### src/rtl/fpu_pkg.sv
// Shared FPU definitions: IEEE-754 single-precision field layout, integer
// range limits, exponent landmarks used by the float-to-int path, and the
// operand class used between pipeline stages.
//
// Contents:
//   FP_BIAS, EXP_W, MAN_W          float format constants
//   INT32_MAX, INT32_MIN           signed 32-bit saturation values
//   EXP_* landmarks                biased exponents for 0.5, 1.0, 2^23, 2^31
//   fp32_t                         packed {s, e, m}
//   ftoi_cls_t                     CLS_ZERO / CLS_NORM / CLS_SAT
//   ftoi_classify()                exponent -> class for a rounding mode
package fpu_pkg;

    localparam int FP_BIAS = 127;
    localparam int EXP_W   = 8;
    localparam int MAN_W   = 23;

    localparam logic [31:0] INT32_MAX = 32'h7FFF_FFFF;
    localparam logic [31:0] INT32_MIN = 32'h8000_0000;

    // Biased exponents of 0.5, 1.0, 2^23 (integer LSB aligned with the
    // mantissa LSB) and 2^31 (first magnitude that no longer fits).
    localparam logic [EXP_W-1:0] EXP_HALF    = 8'(FP_BIAS - 1);
    localparam logic [EXP_W-1:0] EXP_ONE     = 8'(FP_BIAS);
    localparam logic [EXP_W-1:0] EXP_PIVOT   = 8'(FP_BIAS + MAN_W);
    localparam logic [EXP_W-1:0] EXP_SAT     = 8'(FP_BIAS + 31);
    localparam logic [EXP_W-1:0] EXP_SPECIAL = 8'hFF;

    typedef struct packed {
        logic             s;
        logic [EXP_W-1:0] e;
        logic [MAN_W-1:0] m;
    } fp32_t;

    typedef enum logic [1:0] {
        CLS_ZERO,
        CLS_NORM,
        CLS_SAT
    } ftoi_cls_t;

    // Anything below 0.5 (nearest) or below 1.0 (truncate) produces 0,
    // which also covers denormals and signed zero. Magnitudes of 2^31 and
    // above, infinities and NaNs all saturate.
    function automatic ftoi_cls_t ftoi_classify(input logic [EXP_W-1:0] e,
                                                input logic trunc);
        ftoi_cls_t cls;
        if (e >= EXP_SAT)
            cls = CLS_SAT;
        else if (e < (trunc ? EXP_ONE : EXP_HALF))
            cls = CLS_ZERO;
        else
            cls = CLS_NORM;
        return cls;
    endfunction

endpackage

### src/rtl/ftoi_shift_round.sv
// Combinational magnitude extraction for the float-to-int converter.
// Aligns the 24-bit significand to the integer binary point and applies
// round-to-nearest (ties away from zero) unless TRUNC is set.
//
// Only meaningful for NORM operands (biased exponent 126..157); other
// exponents produce an unspecified value that the caller discards.
//
// Ports:
//   sig  in   24  significand {1, m}
//   e    in   8   biased exponent
//   a    out  32  rounded magnitude, at most 2^31 - 128
module ftoi_shift_round
    import fpu_pkg::*;
#(
    parameter bit TRUNC = 1'b0
) (
    input  logic [23:0] sig,
    input  logic [7:0]  e,
    output logic [31:0] a
);

    logic [31:0] wide;
    logic [31:0] mag;
    logic [31:0] half_vec;
    logic [2:0]  lsh;
    logic [4:0]  rsh;
    logic        rbit;

    always_comb begin
        wide     = {8'd0, sig};
        lsh      = 3'(e - EXP_PIVOT);
        rsh      = 5'(EXP_PIVOT - e);
        mag      = '0;
        half_vec = '0;
        rbit     = 1'b0;
        if (e >= EXP_PIVOT) begin
            // Integer already; left shift of at most 7 keeps it below 2^31.
            mag = wide << lsh;
        end else begin
            // The bit just below the binary point is the 2^-1 weight. At
            // e = 126 the shift is 24, so it is sig[23] and mag is 0.
            mag      = wide >> rsh;
            half_vec = wide >> (rsh - 5'd1);
            rbit     = half_vec[0];
        end
        a = mag + {31'd0, (TRUNC ? 1'b0 : rbit)};
    end

endmodule

### src/rtl/ftoi_pipe.sv
// Three-stage IEEE-754 single-precision to signed 32-bit integer converter.
//   Stage 1: unpack and classify the operand.
//   Stage 2: align and round the magnitude (ftoi_shift_round).
//   Stage 3: apply sign and saturation, register result and overflow flag.
//
// Handshake: a transfer happens on a rising edge where valid and ready are
// both high. in_ready does not depend on in_valid; out_valid does not
// depend on out_ready. Once out_valid is high, y/ovf stay stable until the
// output transfer. The whole pipe advances together when the output slot is
// empty or being drained (en = !out_valid | out_ready); otherwise every
// register holds. Empty slots travel as bubbles and are not squeezed out.
//
// Ports:
//   clk        in   1   rising-edge clock
//   rst        in   1   synchronous active-high reset, drops in-flight data
//   x          in   32  float operand {s, e, m}
//   in_valid   in   1   x is valid
//   in_ready   out  1   pipe accepts x this cycle
//   y          out  32  signed integer result
//   ovf        out  1   result saturated (overflow, infinity or NaN)
//   out_valid  out  1   y/ovf valid
//   out_ready  in   1   consumer takes y this cycle
module ftoi_pipe
    import fpu_pkg::*;
#(
    parameter bit TRUNC = 1'b0
) (
    input  logic        clk,
    input  logic        rst,
    input  logic [31:0] x,
    input  logic        in_valid,
    output logic        in_ready,
    output logic [31:0] y,
    output logic        ovf,
    output logic        out_valid,
    input  logic        out_ready
);

    fp32_t     x_f;
    logic      en;

    // Stage 1 registers.
    logic      v1;
    logic      s1;
    logic [7:0]  e1;
    logic [23:0] sig1;
    ftoi_cls_t cls1;
    logic      nan1;
    logic      min1;

    // Stage 2 registers.
    logic      v2;
    logic      s2;
    ftoi_cls_t cls2;
    logic      nan2;
    logic      min2;
    logic [31:0] a2;

    // Combinational helpers.
    ftoi_cls_t cls_in;
    logic      nan_in;
    logic      min_in;
    logic [31:0] a_rnd;
    logic [31:0] y_next;
    logic      ovf_next;

    assign x_f      = x;
    assign en       = !out_valid || out_ready;
    assign in_ready = en;

    always_comb begin
        cls_in = ftoi_classify(x_f.e, TRUNC);
        nan_in = (x_f.e == EXP_SPECIAL) && (x_f.m != '0);
        // -2^31 is the one SAT-class value that is exactly representable.
        min_in = x_f.s && (x_f.e == EXP_SAT) && (x_f.m == '0);
    end

    ftoi_shift_round #(
        .TRUNC (TRUNC)
    ) u_shift_round (
        .sig (sig1),
        .e   (e1),
        .a   (a_rnd)
    );

    always_comb begin
        y_next   = '0;
        ovf_next = 1'b0;
        case (cls2)
            CLS_NORM: begin
                y_next = s2 ? (32'd0 - a2) : a2;
            end
            CLS_SAT: begin
                if (min2) begin
                    y_next = INT32_MIN;
                end else if (nan2) begin
                    y_next   = INT32_MAX;
                    ovf_next = 1'b1;
                end else begin
                    y_next   = s2 ? INT32_MIN : INT32_MAX;
                    ovf_next = 1'b1;
                end
            end
            default: begin
                y_next = '0;
            end
        endcase
    end

    always_ff @(posedge clk) begin
        if (rst) begin
            v1        <= 1'b0;
            s1        <= 1'b0;
            e1        <= '0;
            sig1      <= '0;
            cls1      <= CLS_ZERO;
            nan1      <= 1'b0;
            min1      <= 1'b0;
            v2        <= 1'b0;
            s2        <= 1'b0;
            cls2      <= CLS_ZERO;
            nan2      <= 1'b0;
            min2      <= 1'b0;
            a2        <= '0;
            out_valid <= 1'b0;
            y         <= '0;
            ovf       <= 1'b0;
        end else if (en) begin
            v1        <= in_valid;
            s1        <= x_f.s;
            e1        <= x_f.e;
            sig1      <= {1'b1, x_f.m};
            cls1      <= cls_in;
            nan1      <= nan_in;
            min1      <= min_in;

            v2        <= v1;
            s2        <= s1;
            cls2      <= cls1;
            nan2      <= nan1;
            min2      <= min1;
            a2        <= a_rnd;

            out_valid <= v2;
            y         <= y_next;
            ovf       <= ovf_next;
        end
    end

endmodule

### config.mk
export PLATFORM = sky130hd
export DESIGN_NAME = ftoi_pipe
export DESIGN_NICKNAME = d
export VERILOG_FILES = /design/src/rtl/fpu_pkg.sv /design/src/rtl/ftoi_shift_round.sv /design/src/rtl/ftoi_pipe.sv
export SDC_FILE = /design/constraint.sdc
export NUM_CORES = 1
export LEC_CHECK = 0
export CAP_MARGIN = 40
export CORE_MARGIN = 5
export CORE_UTILIZATION = 54
export CTS_CLUSTER_SIZE = 30
export DETAILED_ROUTE_END_ITERATION = 10
export GPL_ROUTABILITY_DRIVEN = 1
export PLACE_DENSITY_LB_ADDON = 0.05
export RECOVER_POWER = 25
export SLEW_MARGIN = 20
export SYNTH_ARGS = -nofsm -noshare
export SYNTH_HDL_FRONTEND = slang
export SYNTH_SLANG_ARGS = --single-unit
### constraint.sdc
create_clock -name clk -period 5.15 [get_ports clk]
set_input_delay 0.7725 -clock clk [delete_from_list [all_inputs] [get_ports clk]]
set_output_delay 0.7725 -clock clk [all_outputs]
set_load 0.03 [all_outputs]
==> impl_metrics.ini <==
[pwr]
leak_pwr_nw = 3.58
seq_power_share = 0.402
pwr-share-comb = 0.293
switching_power_uw = 836
p_int_mw = 1.53
swShare = 0.354
clkPwrFrac = 0.305
fin_total_pwr_mw = 2.36
ir_drop_uv = 193
pwr_per_cell_area_nw_per_um2 = 245

[placed_design]
hpwl_um = 19300
port_buffers = 70
dp.cells = 1300
routabilityCongestion = 1.03
placedInstanceArea_um2 = 9300
dp_slack_ns = 0.688

[floorplanning]
fp.dieH_um = 136
placementRows = 46
coreArea_um2 = 15700
floorplan.die_area_um2 = 18500
design.portCount = 71
die-width_um = 136
initial_core_utilization = 0.545

[finish]
area_growth_pct = 12.6
post_route_cells_drive_above_1_share = 0.106
fillers = 1490
finish.cell_count_without_fillers = 1318
num_antenna_cells = 0
layout.cell_area.non_filler_um2 = 9640
design.final.nets = 1142

[grt]
grt_overflow_total = 0
first_global_vias = 7549
grt_usage = 0.286
antenna_found_initial = 0
grt_first_pass_wirelength_um = 41700
largest_net_degree_at_the_start_of_global_routing = 88

[sta]
max_freq_mhz = 222
grt_setup_unrepaired = false
timing.setup.tns_ns = 0
setup_violations = 0
worst-slew-pin-transition_ns = 2.83
finalClockSkew_ns = 0.0132
fin_crit_ns = 4.51
report.final.slew_viol_count = 65
timing.final.crit_share = 0.876
timing_hold_violations_final = 0
finalWorstSetupSlack_ns = 0.640
worst_relative_slew_slack = -0.886

[critical_path]
worst_ep_arrival_time_ns = 4.75
worst_path_max_delay_cell = buf_4
regToRegStartpoint = e1[0]
crit_path_end_kind = flop
critPathLaunch = e1[0]
cp_cell_sequence = buf_4 -> nor2b_1 -> nor2_1 -> nor2_1 -> xnor2_1 -> mux4_2 -> mux4_2 -> o211a_1 -> ha_1 -> ha_1 -> inv_1 -> a2111oi_2 -> nand2_1 -> o311a_1 -> a311o_1
cp_max_fo = 53
worst-setup-path-type = flop to flop
critPathLaunchType = flop
crit_buf_inv = 2
cp_slowest_stage_delay_ns = 0.56
critical_path.top_delay_family = compound AO/OA/AOI/OAI gates
worst-endpoint-required_ns = 5.39

[synthesis]
synth_edf_count = 0
synthCells = 1082
ys.warnings.count = 0
synthesis.nets = 1127
synthArstFlopShare = 0
ys.flop_type = dfxtp_1
post_synth_design_cell_area_um2 = 8560
synth.yosys.seq_area_share = 0.257
syn_avg_cell_area_um2 = 7.91
ys_types = 84
ys_seq_elements = 110

[clock_network]
clock_insertion_delay_worst_skew_ns = 0.36
cts_buffers = 9
number_of_setup_buffers_added_after_cts = 0
cts_root_buf = clkbuf_16
tritoncts = built
htree_levels = 3
clock-sinks = 110
clock_path_buffers = 2
clk_pin_slew_worst_paths_ns = 0.09
cts_hold_buf = 0
cts-resized-gates = 0

[hold_path]
hold_class = flop to flop
worstHoldStart = y[23]

[drt]
ant_nets = 0
first_pass_iters = 5
routed-via-count = 8333
wl_um = 26400
first_iter_violations = 867
drcViolationCount = 0
avgViaCountPerCell = 6.32
wl_per_cell_um = 20.0

[job]
timing.max_cap.violations = 1

[run_status]
run_status = complete, but fails checks
violations = max-capacitance violations, max-slew violations
[flip-flops by register name (all words and copies together), names as in the netlist]
register   cells
nan1           1
sig1          24
ovf            1
nan2           1
v1             1
min1           1
s2             1
e1             8
y             32
cls1           2
cls2           2
min2           1
a2            32
s1             1
v2             1
out_valid      1
[cell usage in the layout, fill, tap and decap left out, types with 10 or more instances in the layout]
cell	Yosys	final
nand2_1	162	162
xor2_1	13	13
o21ai_0	39	39
a21oi_1	117	117
dfxtp_1	110	108
or4_1	12	12
nor4_1	14	14
buf_4	7	24
a211oi_1	17	17
nor2_1	113	113
nor3_1	19	19
mux4_2	23	23
nand3_1	27	27
clkdlybuf4s50_1	0	40
nand4_1	10	10
mux4_1	10	10
mux2_2	25	25
dlygate4sd3_1	0	29
o41ai_1	12	12
inv_1	13	13
o31ai_1	12	12
xnor2_1	28	28
mux2i_1	49	49
[synth_stat cells (4+ instances only)]
| master | instances | area, µm² |
|---|---|---|
| mux2i_1 | 49 | 490 |
| dfxtp_1 | 110 | 2200 |
| a2111oi_0 | 5 | 43.8 |
| buf_1 | 8 | 30.0 |
| a2bb2oi_1 | 5 | 43.8 |
| or4_1 | 12 | 90.1 |
| mux2_2 | 25 | 282 |
| a21o_1 | 4 | 30.0 |
| mux4_1 | 10 | 263 |
| or3_1 | 9 | 56.3 |
| nor2b_1 | 4 | 25.0 |
| o21ai_0 | 39 | 195 |
| mux4_2 | 23 | 518 |
| a311o_1 | 5 | 50.1 |
| and4_1 | 4 | 35.0 |
| clkbuf_1 | 59 | 221 |
| a21oi_1 | 117 | 586 |
| buf_4 | 7 | 52.6 |
| o41ai_1 | 12 | 105 |
| ha_1 | 9 | 113 |
| nor3_1 | 19 | 95.1 |
| buf_6 | 5 | 56.3 |
| o31ai_1 | 12 | 90.1 |
| nand2b_1 | 7 | 43.8 |
| a31oi_1 | 5 | 31.3 |
| nor2_1 | 113 | 424 |
| inv_1 | 13 | 48.8 |
| o211ai_1 | 6 | 45.0 |
| a211oi_1 | 17 | 128 |
| o31a_1 | 5 | 43.8 |
| xor2_1 | 13 | 114 |
| and3_1 | 9 | 56.3 |
| nand2_1 | 162 | 608 |
| nand4_1 | 10 | 62.6 |
| or2_2 | 7 | 43.8 |
| a22oi_1 | 4 | 30.0 |
| buf_2 | 17 | 85.1 |
| and2_1 | 8 | 50.1 |
| nor4_1 | 14 | 87.6 |
| xnor2_1 | 28 | 245 |
| nand3_1 | 27 | 135 |
| o22ai_1 | 4 | 25.0 |
[layout make-up]
class                   count  area [µm²]  area share
repair buffers            102         967       0.100
well taps                 216         270      0.0280
multi-input cells         859        5830       0.605
inverters                  15        56.3     0.00584
clock buffers               9         225      0.0234
clock inverters             7        87.6     0.00909
flip-flops and latches    110        2200       0.229
[cell families after synthesis]
logic type               synth area share
adder cells (fa/ha/maj)            0.0132
flip-flops                          0.257
AO/OA/AOI/OAI                       0.209
multiplexers                        0.181
XOR/XNOR                           0.0457
buffers and inverters              0.0633
AND/OR/NAND/NOR                     0.230
[per-stage QoR]
stage / hold slack [ns] / util
2_1_floorplan: 0.432 / -
3_3_place_gp: 0.440 / 0.588
3_5_place_dp: 0.445 / 0.592
4_1_cts: 0.456 / 0.612
5_1_grt: 0.473 / 0.613
6_report: 0.453 / 0.613
[worst reg2reg max path, cell delays in order (launching register included)]
cell and delay, ns:
dfxtp_2 0.36, buf_4 0.56, nor2b_1 0.20, nor2_1 0.18, nor2_1 0.08, xnor2_1 0.43
mux4_2 0.28, mux4_2 0.24, o211a_1 0.16, ha_1 0.19, ha_1 0.24, inv_1 0.07
a2111oi_2 0.30, nand2_1 0.34, o311a_1 0.44, a311o_1 0.32
[metal layers]
| layer | vias to the layer above | track usage | routed length (µm) |
|---|---|---|---|
| li1 | 4011 | - | - |
| met1 | 3931 | 0.405 | 11700 |
| met2 | 334 | 0.428 | 11500 |
| met3 | 57 | 0.0644 | 2330 |
| met4 | 0 | 0.102 | 852 |
| met5 | - | 0 | 0 |
[power by group through the flow]
| stage | Sequential (mW) | Clock, mW | Combinational, mW |
|---|---|---|---|
| finish | 0.949 | 0.720 | 0.693 |
| global route | 0.954 | 0.767 | 0.747 |
| CTS | 0.947 | 0.738 | 0.676 |
| detailed placement | 0.967 | 0 | 0.670 |
| global placement | 0.968 | 0 | 0.666 |
| floorplan | 0.938 | 0 | 0.505 |
[worst paths after layout]
check | to | cells after the start | slack (ns)
min reg2reg | y[23] | 2 | 0.45
max reg2reg | a2[18] | 15 | 0.64
max | a2[18] | 15 | 0.64
min | y[23] | 2 | 0.45
Power figures use the tool's default switching activity.
